==> config.mk <==
export PLATFORM = sky130hd
export DESIGN_NAME = dma_desc_scheduler
export DESIGN_NICKNAME = d
export VERILOG_FILES = /design/src/rtl/dma_desc_scheduler.sv
export SDC_FILE = /design/constraint.sdc
export NUM_CORES = 1
export LEC_CHECK = 0
export BUFFER_PORTS_ARGS = -buffer_cell sky130_fd_sc_hd__buf_2
export CAP_MARGIN = 20
export CORE_AREA = 2 2 195 197
export CTS_BUF_LIST = sky130_fd_sc_hd__clkbuf_8
export DETAILED_ROUTE_END_ITERATION = 8
export DIE_AREA = 0 0 197 199
export GPL_ROUTABILITY_DRIVEN = 0
export GPL_TIMING_DRIVEN = 0
export SLEW_MARGIN = 40
export SYNTH_ARGS = -nofsm -noshare
export SYNTH_HDL_FRONTEND = slang
export SYNTH_SLANG_ARGS = --single-unit
==> constraint.sdc <==
create_clock -name clk -period 3.3 [get_ports clk]
set_clock_uncertainty 0.15 [all_clocks]
set_input_delay 0.66 -clock clk [delete_from_list [all_inputs] [get_ports clk]]
set_output_delay 0.66 -clock clk [all_outputs]
set_load 0.005 [all_outputs]
==> src/rtl/dma_desc_scheduler.sv <==
// Round-robin descriptor scheduler in front of a single DMA engine: one descriptor in flight, per-channel completion pulse.
// Optional WAIT watchdog under DMA_SCHED_TIMEOUT_EN (TIMEOUT_CYCLES limit); default build waits indefinitely.
module dma_desc_scheduler #(
    parameter int NUM_CH         = 4,
    parameter int ADDR_WIDTH     = 32,
    parameter int LEN_WIDTH      = 32,
    parameter int TIMEOUT_CYCLES = 4096
) (
    input  logic                           clk,
    input  logic                           rst,
    input  logic [NUM_CH-1:0]              req_valid_i,
    output logic [NUM_CH-1:0]              req_ready_o,
    input  logic [NUM_CH*ADDR_WIDTH-1:0]   req_src_addr_i,
    input  logic [NUM_CH*ADDR_WIDTH-1:0]   req_dst_addr_i,
    input  logic [NUM_CH*LEN_WIDTH-1:0]    req_num_bytes_i,
    output logic                           dma_go_o,
    output logic [ADDR_WIDTH-1:0]          dma_src_addr_o,
    output logic [ADDR_WIDTH-1:0]          dma_dst_addr_o,
    output logic [LEN_WIDTH-1:0]           dma_num_bytes_o,
    input  logic                           dma_done_i,
    input  logic                           dma_error_i,
    output logic [NUM_CH-1:0]              cpl_valid_o,
    output logic                           cpl_error_o,
    output logic                           cpl_timeout_o,
    output logic                           busy_o,
    output logic [$clog2(NUM_CH)-1:0]      grant_id_o
);
    localparam int IDW = $clog2(NUM_CH);
    localparam int IW  = IDW + 1;

    if (NUM_CH < 2 || NUM_CH > 8 || TIMEOUT_CYCLES < 1) begin : g_bad_cfg
        $error("dma_desc_scheduler: unsupported NUM_CH or TIMEOUT_CYCLES");
    end

    typedef enum logic [1:0] {S_IDLE, S_LAUNCH, S_WAIT, S_CPL} state_t;

    state_t                 state_q, state_d;
    logic [IDW-1:0]         rr_q, rr_d, grant_q, grant_d;
    logic [ADDR_WIDTH-1:0]  src_q, src_d, dst_q, dst_d;
    logic [LEN_WIDTH-1:0]   len_q, len_d;
    logic                   err_q, err_d;
    logic                   found;
    logic [IDW-1:0]         win;
`ifdef DMA_SCHED_TIMEOUT_EN
    localparam int CW = $clog2(TIMEOUT_CYCLES + 1);
    logic [CW-1:0]          cnt_q, cnt_d;
    logic                   tmo_q, tmo_d;
`endif

    // First valid channel at or after rr_q, wrapping past NUM_CH-1.
    always_comb begin : rr_search
        logic [IW-1:0] idx;
        found = 1'b0;
        win   = '0;
        idx   = '0;
        for (int i = 0; i < NUM_CH; i++) begin
            idx = {1'b0, rr_q} + IW'(i);
            if (idx >= IW'(NUM_CH)) idx = idx - IW'(NUM_CH);
            if (!found && req_valid_i[idx[IDW-1:0]]) begin
                found = 1'b1;
                win   = idx[IDW-1:0];
            end
        end
    end

    always_comb begin
        state_d = state_q;
        rr_d    = rr_q;
        grant_d = grant_q;
        src_d   = src_q;
        dst_d   = dst_q;
        len_d   = len_q;
        err_d   = err_q;
`ifdef DMA_SCHED_TIMEOUT_EN
        cnt_d   = cnt_q;
        tmo_d   = tmo_q;
`endif
        case (state_q)
            S_IDLE: begin
                if (found) begin
                    src_d   = req_src_addr_i[int'(win)*ADDR_WIDTH +: ADDR_WIDTH];
                    dst_d   = req_dst_addr_i[int'(win)*ADDR_WIDTH +: ADDR_WIDTH];
                    len_d   = req_num_bytes_i[int'(win)*LEN_WIDTH +: LEN_WIDTH];
                    grant_d = win;
                    rr_d    = (win == IDW'(NUM_CH - 1)) ? '0 : win + 1'b1;
`ifdef DMA_SCHED_TIMEOUT_EN
                    tmo_d   = 1'b0;
`endif
                    if (len_d == '0) begin
                        err_d   = 1'b1;
                        state_d = S_CPL;
                    end else begin
                        err_d   = 1'b0;
                        state_d = S_LAUNCH;
                    end
                end
            end
            // Status is not sampled here so a level left over from the previous transfer is not mistaken for completion.
            S_LAUNCH: begin
                state_d = S_WAIT;
`ifdef DMA_SCHED_TIMEOUT_EN
                cnt_d   = '0;
`endif
            end
            S_WAIT: begin
                if (dma_error_i) begin
                    err_d   = 1'b1;
                    state_d = S_CPL;
                end else if (dma_done_i) begin
                    err_d   = 1'b0;
                    state_d = S_CPL;
                end
`ifdef DMA_SCHED_TIMEOUT_EN
                else if (cnt_q == CW'(TIMEOUT_CYCLES - 1)) begin
                    err_d   = 1'b1;
                    tmo_d   = 1'b1;
                    state_d = S_CPL;
                end else begin
                    cnt_d   = cnt_q + 1'b1;
                end
`endif
            end
            S_CPL:   state_d = S_IDLE;
            default: state_d = S_IDLE;
        endcase
    end

    always_ff @(posedge clk or posedge rst) begin
        if (rst) begin
            state_q <= S_IDLE;
            rr_q    <= '0;
            grant_q <= '0;
            src_q   <= '0;
            dst_q   <= '0;
            len_q   <= '0;
            err_q   <= 1'b0;
`ifdef DMA_SCHED_TIMEOUT_EN
            cnt_q   <= '0;
            tmo_q   <= 1'b0;
`endif
        end else begin
            state_q <= state_d;
            rr_q    <= rr_d;
            grant_q <= grant_d;
            src_q   <= src_d;
            dst_q   <= dst_d;
            len_q   <= len_d;
            err_q   <= err_d;
`ifdef DMA_SCHED_TIMEOUT_EN
            cnt_q   <= cnt_d;
            tmo_q   <= tmo_d;
`endif
        end
    end

    // Ready is combinational from the request vector, so it is masked while reset is held.
    assign req_ready_o     = (state_q == S_IDLE && found && !rst) ?
                             ({{(NUM_CH-1){1'b0}}, 1'b1} << win) : '0;
    assign dma_go_o        = (state_q == S_LAUNCH);
    assign dma_src_addr_o  = src_q;
    assign dma_dst_addr_o  = dst_q;
    assign dma_num_bytes_o = len_q;
    assign cpl_valid_o     = (state_q == S_CPL) ? ({{(NUM_CH-1){1'b0}}, 1'b1} << grant_q) : '0;
    assign cpl_error_o     = (state_q == S_CPL) && err_q;
`ifdef DMA_SCHED_TIMEOUT_EN
    assign cpl_timeout_o   = (state_q == S_CPL) && tmo_q;
`else
    assign cpl_timeout_o   = 1'b0;
`endif
    assign busy_o          = (state_q != S_IDLE);
    assign grant_id_o      = grant_q;
endmodule

Word-level counts from Yosys, hierarchy flattened
Index checks and enable logic that the tools add are counted.
{"block": "classes", "addsub": 8, "magnitude_cmp": 8, "eq_ne": 6, "shifts": 5, "n_mux": 33, "reduce_logical": 17}
{"operator": "variable part select 128 x 8 -> 32 bit", "count": 3}
{"operator": "logical NOT 32 bit", "count": 1}
{"operator": "2-to-1 mux 2 bit", "count": 13}
{"operator": "less-than comparator 2 x 3 -> 1 bit, second input constant", "count": 4}
{"operator": "2-to-1 mux 1 bit", "count": 12}
{"operator": "greater-or-equal comparator 3 bit, second input constant", "count": 3}
{"operator": "binary-select mux 1 bit (select 2 bit)", "count": 4}
{"operator": "2-to-1 mux 4 bit", "count": 2}
{"operator": "one-hot mux 2 bit (4 select lines)", "count": 1}
{"operator": "<< shifter 1 x 2 -> 4 bit, first input constant", "count": 2}
{"operator": "subtractor 2 x 1 -> 2 bit, second input constant", "count": 4}
{"operator": "adder 2 x 2 -> 3 bit, second input constant", "count": 2}
{"operator": "== test 2 bit, second input constant", "count": 3}
{"operator": "logical AND 1 bit", "count": 6}
{"operator": "logical NOT 1 bit", "count": 4}
{"operator": "AND reduction 2 bit", "count": 2}
{"operator": "nonzero test 2 bit", "count": 2}
{"operator": "adder 2 x 1 -> 3 bit, second input constant", "count": 1}
{"operator": "greater-or-equal comparator 2 x 3 -> 1 bit, second input constant", "count": 1}
{"operator": "!= test 3 bit, second input constant", "count": 1}
{"operator": "AND reduction 3 bit", "count": 1}
{"operator": "adder 2 x 1 -> 2 bit, second input constant", "count": 1}
{"operator": "== test 2 x 1 -> 1 bit, second input constant", "count": 1}
{"operator": "logical NOT 2 bit", "count": 1}
{"operator": "2 further kinds", "count": 2}
{"block": "word_totals", "reg_bits": 103, "in_bits": 392, "out_inout_bits": 110, "elab_cells": 84}

Logic depth before layout (Yosys ltp)
{"block": "logic_depth", "ltp_word": 19, "depth_mapped": 12, "mapped_depth_nobuf": 9}

Worst setup path after synthesis
No wires, ideal clock.
{"block": "synth_timing", "path_kind": "input port to flip-flop", "start": "input port req_valid_i[0]", "end": "register err_q", "t_arrival_ns": 3.058, "t_required_ns": 3.060, "path_slack_ns": 0.002, "path_stages": 10, "path_buffers": 2, "path_cell_list": "a21oi_1 -> o21a_1 -> o22a_1 -> clkbuf_1 -> clkbuf_1 -> mux4_2 -> nor4_1 -> nand4_1 -> or4_4 -> o31ai_4"}
{"block": "synth_via", "elab_chain_cells": 17, "elab_cells_between_ends": 29, "cone_classes": "eq/ne: 1; shift: 1; mux: 19; reduce/logical: 8"}
{"item": "start, declared", "line_no": "11", "source": "input logic [NUM_CH-1:0] req_valid_i,"}
{"item": "binary-select mux 1 bit (select 2 bit)", "line_no": "59", "source": "if (!found && req_valid_i[idx[IDW-1:0]]) begin"}
{"item": "2-to-1 mux 1 bit (implied by the code)", "line_no": "59"}
{"item": "2-to-1 mux 1 bit", "line_no": "59"}
{"item": "logical NOT 1 bit", "line_no": "59"}
{"item": "logical AND 1 bit", "line_no": "59"}
{"item": "2-to-1 mux 1 bit", "line_no": "59"}
{"item": "logical NOT 1 bit", "line_no": "59"}
{"item": "logical AND 1 bit", "line_no": "59"}
{"item": "2-to-1 mux 1 bit", "line_no": "59"}
{"item": "logical NOT 1 bit", "line_no": "59"}
{"item": "logical AND 1 bit", "line_no": "59"}
{"item": "2-to-1 mux 2 bit", "line_no": "59"}
{"item": "variable part select 128 x 8 -> 32 bit", "line_no": "83", "source": "len_d = req_num_bytes_i[int'(win)*LEN_WIDTH +: LEN_WIDTH];"}
{"item": "logical NOT 32 bit", "line_no": "89", "source": "if (len_d == '0) begin"}
{"item": "2-to-1 mux 1 bit", "line_no": "89"}
{"item": "2-to-1 mux 1 bit", "line_no": "80", "source": "if (found) begin"}
{"item": "one-hot mux 1 bit (2 select lines)", "line_no": "78", "source": "case (state_q)"}
{"item": "end signal, assigned", "line_no": "148", "source": "err_q <= err_d;"}
{"item": "end, declared", "line_no": "41", "source": "logic err_q, err_d;"}
Parallel ways exist; a longest one is shown, timed or not. The select of a mux whose other input is x is not followed.
A chain may end at the register's enable or synchronous reset.

Final worst setup path
{"block": "layout_timing", "start": "register rr_q[1]", "end": "register state_q[1]"}
{"block": "layout_via", "elab_chain_cells": 19, "elab_cells_between_ends": 44, "cone_classes": "add/sub: 7; order compare: 4; eq/ne: 1; shift: 1; mux: 23; reduce/logical: 8"}
{"item": "start, declared", "line_no": "38", "source": "logic [IDW-1:0] rr_q, rr_d, grant_q, grant_d;"}
{"item": "start signal, assigned", "line_no": "143", "source": "rr_q <= rr_d;"}
{"item": "branches (longest 19 deep; another with adder 2 x 1 -> 3 bit)"}
{"item": "end signal, assigned", "line_no": "142", "source": "state_q <= state_d;"}
{"item": "end, declared", "line_no": "37", "source": "state_t state_q, state_d;"}
Parallel ways; which one is timed is not known. The select of a mux whose other input is x is not followed.

==> impl_metrics.json <==
{
  "grt_pass1_wl_um": 50200,
  "start_kind": "register",
  "worst_slew_pin_slew_ps": 789,
  "post-route-period-util_pct": 101,
  "grt_max_degree": 25,
  "irDropWorstVdd_mv": 0.238,
  "status": "finished with violations",
  "wl_met1_um": 14100,
  "hold_violations": 0,
  "drive_gt1_share_pct": 44.7,
  "maxCapViolCount": 0,
  "ant_nets": 0,
  "synth_top_area_share_pct": 37.4,
  "yosysMostFrequentCell": "nand2_1",
  "critPathArrivalTime_ps": 3480,
  "grt_overflow": 0,
  "ctsLongestPathBuffers": 2,
  "grt_pass1_vias": 8490,
  "diodes": 0,
  "syn_inst": 895,
  "viasPerCell": 4.51,
  "cts_hold_buf": 0,
  "place_ws_ps": -1090,
  "synth_flop_cell": "dfrtp_1",
  "top_layer_used": "met5",
  "hold_class": "primary input to asynchronous set/reset pin",
  "die_x_um": 197,
  "dr.first_iter.drc_count": 385,
  "clkPwrFrac_pct": 10.3,
  "clkSlewWorstSetupHoldPaths_ps": 120,
  "numPortBuffers": 500,
  "clock-root-buffer": "clkbuf_8",
  "vias": 8594,
  "fp.dieArea_um2": 39200,
  "core_area_um2": 37100,
  "netSwitchingFraction_pct": 47.5,
  "dp_hpwl_um": 28700,
  "min_period_ps": 3320,
  "fp-row-count": 71,
  "async_flop_share_pct": 100,
  "grt_usage_pct": 17.3,
  "nets": 1827,
  "yosys.area.top_type": "dfrtp_1",
  "placedCellCount": 1874,
  "ys_ff_latch": 103,
  "fmax_mhz": 301,
  "timing.slew.headroom_pct": 47.4,
  "yosys_warnings": 0,
  "setup_violations": 2,
  "end_kind": "register",
  "critical_path.max_fanout": 7,
  "wl_per_cell_um": 18.4,
  "rsz0062_at_grt": "true",
  "antenna_found_initial": 2,
  "die_y_um": 199,
  "dr.pass1.iters": 5,
  "pwr-share-seq_pct": 25.4,
  "synth_edf_count": 0,
  "synth_nets": 1296,
  "clk-insertion-delay-late_ps": 390,
  "pwr-share-comb_pct": 64.3,
  "drv_slew": 0,
  "internal_power_mw": 4.69,
  "cts_buffers": 9,
  "synth_cell_types": 38,
  "ys_seq_area_share_pct": 37.4,
  "met3_length_um": 2330,
  "leakage_nw": 5.61,
  "io_pins": 502,
  "setup_ws_ps": -19.5,
  "critPathRequiredTime_ps": 3460,
  "tns_ps": -23.6,
  "syn_avg_cell_area_um2": 7.69,
  "netlist_top_cells_area": "dfrtp_1 37%, nand2_1 22%, mux4_2 10%, nand3_1 9.4%, mux2_2 5.1%",
  "met2_length_um": 17900,
  "netlist_area_um2": 6890,
  "power_mw": 8.93,
  "htree_num_levels": 3,
  "violations": "setup timing",
  "wl_um": 35100,
  "instances_no_fill": 1905,
  "drc": 0,
  "pwr_density_cell_nw_per_um2": 834,
  "cts.sinks": 103,
  "start_util_pct": 18.5,
  "syn_to_final_growth_pct": 55.6,
  "crit_type": "register to register",
  "cts_tree": "done",
  "yosys-top-cells-count": "398 x nand2_1, 129 x nand3_1, 103 x dfrtp_1",
  "power_switching_mw": 4.24
}
[area by class of cell]
type	count	area [um2]
Timing Repair Buffer	524	2790
Tap cell	474	593
Sequential cell	103	2580
Clock inverter	7	86.3
Multi-Input combinational cell	715	4090
Fill cell	4074	26400
Inverter	8	38.8
Clock buffer	9	124
Buffer	65	414
[layer usage]
metal  GRT usage [%]  vias up
met1            20.3     4078
met5               0        -
met2            31.5      404
li1                -     4061
met4            4.57        2
met3            3.88       49
[final timing paths]
check / startpoint / cells past startpoint / slack (ps) / end
max: rr_q[1]$_DFFE_PP0P_ / 10 / -20 / state_q[1]$_DFFE_PP0P_
min: rst / 2 / 70 / dma_src_addr_o[11]$_DFFE_PP0P_
max reg2reg: rr_q[1]$_DFFE_PP0P_ / 10 / -20 / state_q[1]$_DFFE_PP0P_
min reg2reg: dma_dst_addr_o[23]$_DFFE_PP0P_ / 2 / 340 / dma_dst_addr_o[23]$_DFFE_PP0P_
max in group asynchronous: rst / 5 / 2170 / dma_dst_addr_o[16]$_DFFE_PP0P_
min in group clk: dma_dst_addr_o[23]$_DFFE_PP0P_ / 2 / 340 / dma_dst_addr_o[23]$_DFFE_PP0P_
[kinds of logic after synthesis]
| logic type | synth area share, % |
|---|---|
| muxes | 16.1 |
| AOI/OAI and AO/OA | 6.31 |
| DFF | 37.4 |
| other | 0.0545 |
| adders and majority gates | 1.64 |
| buffers and inverters | 4.72 |
| and+or+nand+nor | 33.7 |
[critical path, stage by stage, from the launching register on]
cell	delay [ps]
dfrtp_2	440
mux2i_1	230
o22ai_2	100
or2_1	250
buf_12	160
buf_12	150
mux4_2	480
nor4_4	330
nand4_1	150
or4_4	610
o221ai_2	180
[placed cells by master, fill, tap and decap left out, types with 3 or more instances in the layout]
cell	instances
a21oi_1	5
buf_16	4
nor4_4	3
nand2_1	398
dfrtp_1	102
ha_1	6
buf_1	7
inv_1	5
o21ai_1	65
mux4_2	31
and2_1	4
nor2_1	8
ha_2	3
mux2i_1	4
buf_4	19
inv_6	3
mux2_2	31
buf_2	499
clkbuf_2	4
clkbuf_8	10
clkbuf_1	42
buf_12	5
nand3_1	129
clkbuf_16	4
[flip-flops by register name, indices dropped and copies added (netlist names)]
register / count
dma_src_addr_o: 32
dma_dst_addr_o: 32
state_q: 2
dma_num_bytes_o: 32
rr_q: 2
grant_id_o: 2
err_q: 1
[timing repair]
action,CTS,global route
pin swaps,5,2
setup buffers,9,9
gates cloned,0,1
hold endpoints to repair,0,0
gates resized for setup,51,17
endpoints found under the setup margin,73,21
[stage by stage]
step	hold slack, ps	area, um2	util (%)
6_report	66.2	10700	28.8
5_1_grt	43.1	10700	28.8
4_1_cts	43.6	10600	28.6
3_5_place_dp	321	10100	27.2
3_3_place_gp	313	9980	26.9
2_1_floorplan	329	6890	-
[power by group through the flow]
| stage | Sequential, mW | Clock [mW] | Combinational, mW |
|---|---|---|---|
| 2_1_floorplan | 2.32 | 0 | 3.02 |
| 3_3_place_gp | 2.26 | 0 | 5.38 |
| 3_5_place_dp | 2.29 | 0 | 5.47 |
| 4_1_cts | 2.26 | 0.966 | 5.79 |
| 5_1_grt | 2.35 | 1.01 | 6.35 |
| 6_report | 2.27 | 0.918 | 5.75 |
No activity file was read; power rests on OpenSTA's default activity.
